File: config.mk
export PLATFORM = sky130hd
export DESIGN_NAME = contador_estado
export DESIGN_NICKNAME = d
export VERILOG_FILES = /design/src/rtl/contador_estado.sv
export SDC_FILE = /design/constraint.sdc
export NUM_CORES = 1
export LEC_CHECK = 0
export CAP_MARGIN = 0
export CELL_PAD_IN_SITES_DETAIL_PLACEMENT = 0
export CELL_PAD_IN_SITES_GLOBAL_PLACEMENT = 1
export CORE_UTILIZATION = 50
export DETAILED_ROUTE_END_ITERATION = 8
export GPL_TIMING_DRIVEN = 0
export PLACE_DENSITY = 0.84
export SLEW_MARGIN = 40
export SYNTH_ARGS = -nofsm -noshare
export SYNTH_HDL_FRONTEND = slang
export SYNTH_SLANG_ARGS = --single-unit
File: constraint.sdc
create_clock -name clk -period 6 [get_ports clk]
set_input_delay 0.6 -clock clk [delete_from_list [all_inputs] [get_ports clk]]
set_output_delay 0.6 -clock clk [all_outputs]
set_load 0.1 [all_outputs]
File: src/rtl/contador_estado.sv
// contador_estado: four-state countdown timer; each state shows Tn..1 as BCD, one value per DIV-cycle tick.
// Defining CONTADOR_PAUSA_EN makes the pausa input freeze counting; otherwise pausa is ignored.
module contador_estado #(
  parameter int DIV = 50000000,
  parameter int T0  = 30,
  parameter int T1  = 5,
  parameter int T2  = 20,
  parameter int T3  = 10
) (
  input  logic       clk,
  input  logic       rst_n,
  input  logic       iniciar,
  input  logic       pausa,
  output logic [1:0] estado_out,
  output logic [1:0] dez_out,
  output logic [3:0] unid_out,
  output logic       fim_estado
);

  localparam int PW = $clog2(DIV);

  // Durations are clamped to 1..39 so they always fit a 2-bit tens digit.
  function automatic logic [5:0] to_bcd(input int t);
    int c;
    c = (t < 1) ? 1 : ((t > 39) ? 39 : t);
    return {2'(c / 10), 4'(c % 10)};
  endfunction

  localparam logic [5:0] BCD0 = to_bcd(T0);
  localparam logic [5:0] BCD1 = to_bcd(T1);
  localparam logic [5:0] BCD2 = to_bcd(T2);
  localparam logic [5:0] BCD3 = to_bcd(T3);

  typedef enum logic {PARADO, CONTANDO} run_t;

  run_t          run_q, run_d;
  logic [PW-1:0] presc;
  logic          hold;
  logic          tick;
  logic          ultimo;
  logic [5:0]    carga;

`ifdef CONTADOR_PAUSA_EN
  assign hold = pausa;
`else
  logic unused_pausa;
  assign unused_pausa = pausa;
  assign hold = 1'b0;
`endif

  always_ff @(posedge clk or negedge rst_n) begin
    if (!rst_n) run_q <= PARADO;
    else        run_q <= run_d;
  end

  always_comb begin
    run_d = run_q;
    tick  = 1'b0;
    if (run_q == PARADO) begin
      if (iniciar) run_d = CONTANDO;
    end else if (!hold && (presc == PW'(DIV - 1))) begin
      tick = 1'b1;
    end
  end

  assign ultimo = (dez_out == 2'd0) && (unid_out == 4'd1);

  // Value loaded on leaving the current state, i.e. the next state's duration.
  always_comb begin
    carga = BCD0;
    case (estado_out)
      2'd0:    carga = BCD1;
      2'd1:    carga = BCD2;
      2'd2:    carga = BCD3;
      default: carga = BCD0;
    endcase
  end

  always_ff @(posedge clk or negedge rst_n) begin
    if (!rst_n) begin
      presc                 <= '0;
      estado_out            <= 2'd0;
      {dez_out, unid_out}   <= BCD0;
      fim_estado            <= 1'b0;
    end else begin
      fim_estado <= 1'b0;
      if (run_q == CONTANDO && !hold) begin
        presc <= tick ? '0 : presc + 1'b1;
      end
      if (tick) begin
        if (ultimo) begin
          estado_out          <= estado_out + 2'd1;
          {dez_out, unid_out} <= carga;
          fim_estado          <= 1'b1;
        end else if (unid_out == 4'd0) begin
          unid_out <= 4'd9;
          dez_out  <= dez_out - 2'd1;
        end else begin
          unid_out <= unid_out - 4'd1;
        end
      end
    end
  end

endmodule

# Yosys cells after proc, flatten, opt, wreduce, memory -nomap -nowiden
# Cells that the tools add are included.
# totals
rom_bits	0
latchBits	0
input_bits	4
register_bits	36
out_inout_bits	9
ram_bits	0
word_cells	33
memories	0
# classes
muxes	12
n_mul	0
addsub	4
n_eq_ne	4
shift	0
n_reduce_logical	7
bitwise_logic	0
order_cmp	0
n_div	0
# ops
cell	count
$add 26x1->26 const B	1
$eq 26x26->1 const B	1
$mux 26	1
$pmux 6 s3	1
$mux 4	2
$mux 1	6
$eq 4x1->1 const B	1
$logic_not 2->1	2
$logic_not 4->1	1
$mux 2	2
$reduce_and 2->1	2
$sub 4x1->4 const B	1
$add 2x1->2 const B	1
$eq 2x1->1 const B	1
$eq 2x2->1 const B	1
$reduce_bool 2->1	1
$sub 2x1->2 const B	1
$logic_and 1x1->1	1

# Logic depth before layout (Yosys ltp)
# logic_depth
ltp_word	4
depth_mapped	7
mapped_depth_nobuf	6

# Worst setup path after synthesis
# Ideal clock, no wire load.
# synth_timing
path_type	register to register
from	register unid_out[1]
to	register estado_out[1]
path_buffers	0
setup_slack_ns	3.411
synth_period_minus_slack_ns	2.589
t_arrival_ns	2.464
required_ns	5.874
setup_ns	0.126
stages_incl_launch_ff	5
cell_sequence	dfrtp_1 > or4b_2 > or2_2 > nor3_2 > mux2_2
# synth_via
elab_chain_cells	3
# synth_rtl
item	line_no	source
start, declared	16	output logic [3:0] unid_out,
start signal, assigned	93	{dez_out, unid_out} <= carga;
start signal, assigned	99	unid_out <= unid_out - 4'd1;
$eq 4x1->1	66	assign ultimo = (dez_out == 2'd0) && (unid_out == 4'd1);
$logic_and 1x1->1	66	
$reduce_and 2->1 (no source line)	-	
end signal, assigned	92	estado_out <= estado_out + 2'd1;
end, declared	14	output logic [1:0] estado_out,
# Every way passes these cells.
# A chain may end at the register's enable or synchronous reset.

# Worst setup path after layout
# layout_timing
from	register dez_out[0]
to	register estado_out[1]
# layout_via
elab_chain_cells	3
# layout_rtl
item	line_no	source
start, declared	15	output logic [1:0] dez_out,
start signal, assigned	93	
start signal, assigned	97	dez_out <= dez_out - 2'd1;
$logic_not 2->1	66	
$logic_and 1x1->1	66	
$reduce_and 2->1 (no source line)	-	
# Every way passes these cells.

==> impl_metrics.prom <==
# TYPE chip_impl_metric gauge
chip_impl_metric{name="start_util",unit="%"} 53.85
chip_impl_metric{name="hold_slack",unit="ns"} 0.2244
chip_impl_metric{name="row_count",unit=""} 22
chip_impl_metric{name="total_neg_setup_slack",unit="ns"} 0
chip_impl_metric{name="detail_route.first_pass.iterations",unit=""} 4
chip_impl_metric{name="final_net_count",unit=""} 231
chip_impl_metric{name="antenna_violations_before_repair",unit=""} 0
chip_impl_metric{name="hpwl_detailed",unit="mm"} 3.080
chip_impl_metric{name="port-buffer-count",unit=""} 11
chip_impl_metric{name="final.fill_count",unit=""} 318
chip_impl_metric{name="tritoncts_num_sinks",unit=""} 36
chip_impl_metric{name="synth.yosys.warnings",unit=""} 0
chip_impl_metric{name="n_antenna_cell",unit=""} 0
chip_impl_metric{name="post_route_cells_drive_above_1_share",unit="%"} 20.72
chip_impl_metric{name="number_of_enable_type_register_cells_in_the_synthesized_netlist",unit=""} 0
chip_impl_metric{name="slew_violations",unit=""} 0
chip_impl_info{name="unrepaired_setup_endpoints_after_global_routing",value="false"} 1
chip_impl_metric{name="cpPeakStageDelay",unit="ns"} 0.62
chip_impl_metric{name="drtIter0Drc",unit=""} 155
chip_impl_metric{name="reg2regPathDepth",unit=""} 6
chip_impl_info{name="crit_path_top_delay_cell",value="or4b_2"} 1
chip_impl_info{name="timing.hold.worst.class",value="primary input to async pin"} 1
chip_impl_metric{name="internal_power",unit="uW"} 383.9
chip_impl_metric{name="setup-violations-final",unit=""} 0
chip_impl_metric{name="cts_inserted_buffers",unit=""} 5
chip_impl_info{name="status",value="complete, no violations"} 1
chip_impl_metric{name="final.setup_skew",unit="ns"} 0.004737
chip_impl_metric{name="maxCapViolCount",unit=""} 0
chip_impl_metric{name="pin_count_of_the_biggest_net_entering_global_routing",unit=""} 22
chip_impl_metric{name="timing.critical_path.fanout_max",unit=""} 4
chip_impl_metric{name="slew-limit-headroom",unit="%"} 53.29
chip_impl_metric{name="wl_per_cell",unit="um"} 15.47
chip_impl_metric{name="routed-via-count",unit=""} 1597
chip_impl_metric{name="power.switching",unit="uW"} 149.8
chip_impl_metric{name="timing.fmax",unit="GHz"} 0.4169
chip_impl_metric{name="proportion_of_synthesized_chip_area_in_sequential_cells",unit="%"} 44.16
chip_impl_metric{name="pin_count",unit=""} 13
chip_impl_metric{name="setup_ws",unit="ns"} 3.601
chip_impl_metric{name="detailedPlace.worstSlack",unit="ns"} 3.619
chip_impl_info{name="timing.critical_path.cells",value="inv_1 -> ha_1 -> or4b_2 -> or2_2 -> nor3_2 -> mux2_2"} 1
chip_impl_info{name="regToRegEndpoint",value="estado_out[1]"} 1
chip_impl_metric{name="antenna_left",unit=""} 0
chip_impl_metric{name="insertion_delay",unit="ns"} 0.29
chip_impl_metric{name="postSynthAreaPerCell",unit="um^2"} 10.13
chip_impl_metric{name="synthDistinctLibCells",unit=""} 46
chip_impl_info{name="ctsRootBufferMaster",value="clkbuf_8"} 1
chip_impl_metric{name="mappedNetlistArea",unit="um^2"} 2046
chip_impl_metric{name="number_of_storage_elements_in_the_synthesis_netlist",unit=""} 36
chip_impl_metric{name="flow.area_growth_from_synthesis",unit="%"} 11.74
chip_impl_metric{name="grt.overflow.total",unit=""} 0
chip_impl_info{name="synth_top_flop_cell",value="dfrtp_1"} 1
chip_impl_metric{name="number_of_global_route_vias_before_repair",unit=""} 1519
chip_impl_metric{name="worst-r2r-setup-slack",unit="ns"} 3.60
chip_impl_metric{name="worst-endpoint-required",unit="ns"} 6.18
chip_impl_metric{name="post-layout-total-power",unit="uW"} 533.7
chip_impl_metric{name="switching_share",unit="%"} 28.07
chip_impl_metric{name="drc_errors",unit=""} 0
chip_impl_metric{name="core_region_area",unit="um^2"} 3799
chip_impl_metric{name="postSynthNetCount",unit=""} 212
chip_impl_metric{name="power.ir.vdd_worst",unit="uV"} 139.9
chip_impl_info{name="critPathTopFamily",value="simple AND/OR/NAND/NOR gates"} 1
chip_impl_metric{name="global_route.usage.total",unit="%"} 22.86
chip_impl_metric{name="worst_slew_pin_slew",unit="ns"} 0.6943
chip_impl_metric{name="cts.reportedPaths.clkPinSlew",unit="ns"} 0.07
chip_impl_metric{name="worstPathArrival",unit="ns"} 2.58
chip_impl_metric{name="routed_via_density",unit=""} 5.915
chip_impl_metric{name="htree_levels",unit=""} 2
chip_impl_metric{name="asyncSetResetFlopFracSynth",unit="%"} 100.0
chip_impl_metric{name="cts.repair_timing.setup_buffer_count",unit=""} 0
chip_impl_metric{name="die_w",unit="um"} 65.97
chip_impl_metric{name="drt-total-wl",unit="mm"} 4.178
chip_impl_metric{name="finalCriticalPeriod",unit="ns"} 2.399
chip_impl_metric{name="relative_contribution_of_combinational_cells_to_total_power",unit="%"} 11.3
chip_impl_metric{name="die_h",unit="um"} 65.97
chip_impl_info{name="start_kind",value="register"} 1
chip_impl_metric{name="syn-instance-count",unit=""} 202
chip_impl_metric{name="cts_hold_buffers",unit=""} 0
chip_impl_info{name="setup.worst_path.end_class",value="register"} 1
chip_impl_metric{name="clock_tree.buffer_depth",unit=""} 2
chip_impl_metric{name="pwr_density_cell",unit="nW/um^2"} 233.5
chip_impl_metric{name="cts_repair_resize_count",unit=""} 0
chip_impl_metric{name="timing.final.crit_share",unit="%"} 39.98
chip_impl_metric{name="gp_congestion",unit=""} 0.8142
chip_impl_metric{name="leakagePower",unit="nW"} 0.9725
chip_impl_info{name="tritoncts",value="built"} 1
chip_impl_metric{name="grt_first_pass_wirelength",unit="mm"} 7.348
chip_impl_metric{name="seq_pwr_share",unit="%"} 54.9
chip_impl_metric{name="worst-path-buf-inv",unit=""} 1
chip_impl_metric{name="p_clk_share",unit="%"} 33.7
chip_impl_metric{name="final_hold_vio_count",unit=""} 0
chip_impl_info{name="r2r_start",value="dez_out[0]"} 1
chip_impl_metric{name="floorplan.die_area",unit="um^2"} 4351
chip_impl_info{name="crit_type",value="register to register"} 1
==> Yosys cell counts, types with 2 or more instances <==
| cell | count | share of area (%) |
|---|---|---|
| mux2i_1 | 4 | 2.0 |
| nor3_1 | 10 | 2.4 |
| dfstp_2 | 2 | 2.6 |
| xor2_1 | 5 | 2.1 |
| o21ai_0 | 9 | 2.2 |
| mux2_2 | 5 | 2.8 |
| nand3b_1 | 2 | 0.73 |
| ha_1 | 6 | 3.7 |
| a21oi_1 | 7 | 1.7 |
| inv_1 | 11 | 2.0 |
| nor2_1 | 13 | 2.4 |
| or4_1 | 4 | 1.5 |
| and2_1 | 2 | 0.61 |
| nand3_1 | 6 | 1.5 |
| or4b_2 | 2 | 0.98 |
| xnor2_1 | 12 | 5.1 |
| and3_1 | 2 | 0.61 |
| nor4_1 | 5 | 1.5 |
| buf_6 | 2 | 1.1 |
| or3_1 | 7 | 2.1 |
| nand4_1 | 12 | 3.7 |
| nand2_1 | 12 | 2.2 |
| and4_1 | 3 | 1.3 |
| dfrtp_1 | 34 | 42 |
| or2_2 | 4 | 1.2 |
==> stage by stage <==
stage / area, um^2 / instances / utilization [%]
after CTS: 2286 / 270 / 60.18
after detailed placement: 2193 / 262 / 57.74
after global placement: 2216 / 261 / 58.33
after floorplan: 2046 / 202 / -
after global routing: 2286 / 270 / 60.18
final: 2286 / 270 / 60.18
==> worst max-delay path by stage <==
stage	start	end	slack, ns	depth (start not counted)
floorplan	unid_out[1]	estado_out[1]	3.41	4
global placement	rst_n	presc[23]	3.55	1
detailed placement	dez_out[0]	estado_out[1]	3.62	6
CTS	dez_out[0]	estado_out[1]	3.60	6
global route	presc[0]	presc[12]	3.52	7
finish	dez_out[0]	estado_out[1]	3.60	6
==> cells in the final DEF (no fill, tap or decap), types with 3 or more instances in the layout <==
cell type	netlist	final
or2_2	4	4
dfrtp_1	34	34
nand4_1	12	12
mux2i_1	4	4
mux2_2	5	5
nand2_1	12	12
a21oi_1	7	7
nor2_1	13	13
nor3_1	10	10
inv_1	11	11
ha_1	6	6
nand3_1	6	6
or4_1	4	4
xnor2_1	12	12
and4_1	3	3
buf_2	1	11
clkbuf_8	0	6
o21ai_0	9	9
xor2_1	5	5
nor4_1	5	5
or3_1	7	7
==> logic make-up (layout without fill, tap and decap cells) <==
| kind of cell | after synthesis | count (layout) | synth area share [%] |
|---|---|---|---|
| fa+ha+maj | 6 | 6 | 3.670 |
| buf+inv | 16 | 36 | 3.791 |
| mux | 9 | 9 | 4.709 |
| flops | 36 | 36 | 44.16 |
| compound gates | 22 | 22 | 7.646 |
| simple gates | 96 | 96 | 28.75 |
| xor+xnor | 17 | 17 | 7.278 |
==> state kept, by name (all words and copies together), names as in the netlist <==
name and count:
dez_out 2, fim_estado 1, run_q 1, estado_out 2, presc 26, unid_out 4
==> worst register-to-register path: stages (launching register included) <==
cell and delay [ns]:
dfstp_2 0.40, inv_1 0.06, ha_1 0.19, or4b_2 0.62, or2_2 0.35, nor3_2 0.30, mux2_2 0.37
==> final cells by class <==
type | instances | area [um^2] | area share [%]
clock inverter | 2 | 10.01 | 0.4379
inverter | 11 | 41.29 | 1.806
multi-input combinational | 150 | 1065 | 46.58
buffer | 5 | 36.28 | 1.587
tap | 48 | 60.06 | 2.627
sequential | 36 | 903.4 | 39.52
clock buffer | 6 | 82.58 | 3.612
timing repair buffer | 12 | 87.58 | 3.831
==> routing by layer <==
metal,share of wire (%),global-route usage (%)
met5,0,0
met4,0.81,7.713
met3,3.8,5.862
met2,48,35.33
met1,47,31.05
==> power by group through the flow <==
stage | clock network, mW | registers (mW) | logic, mW
after floorplan | 0 | 0.290 | 0.0436
after global placement | 0 | 0.295 | 0.0554
after detailed placement | 0 | 0.298 | 0.0612
after CTS | 0.183 | 0.293 | 0.0614
after global routing | 0.194 | 0.298 | 0.0691
final | 0.180 | 0.293 | 0.0605
No activity file was read; power rests on OpenSTA's default activity.
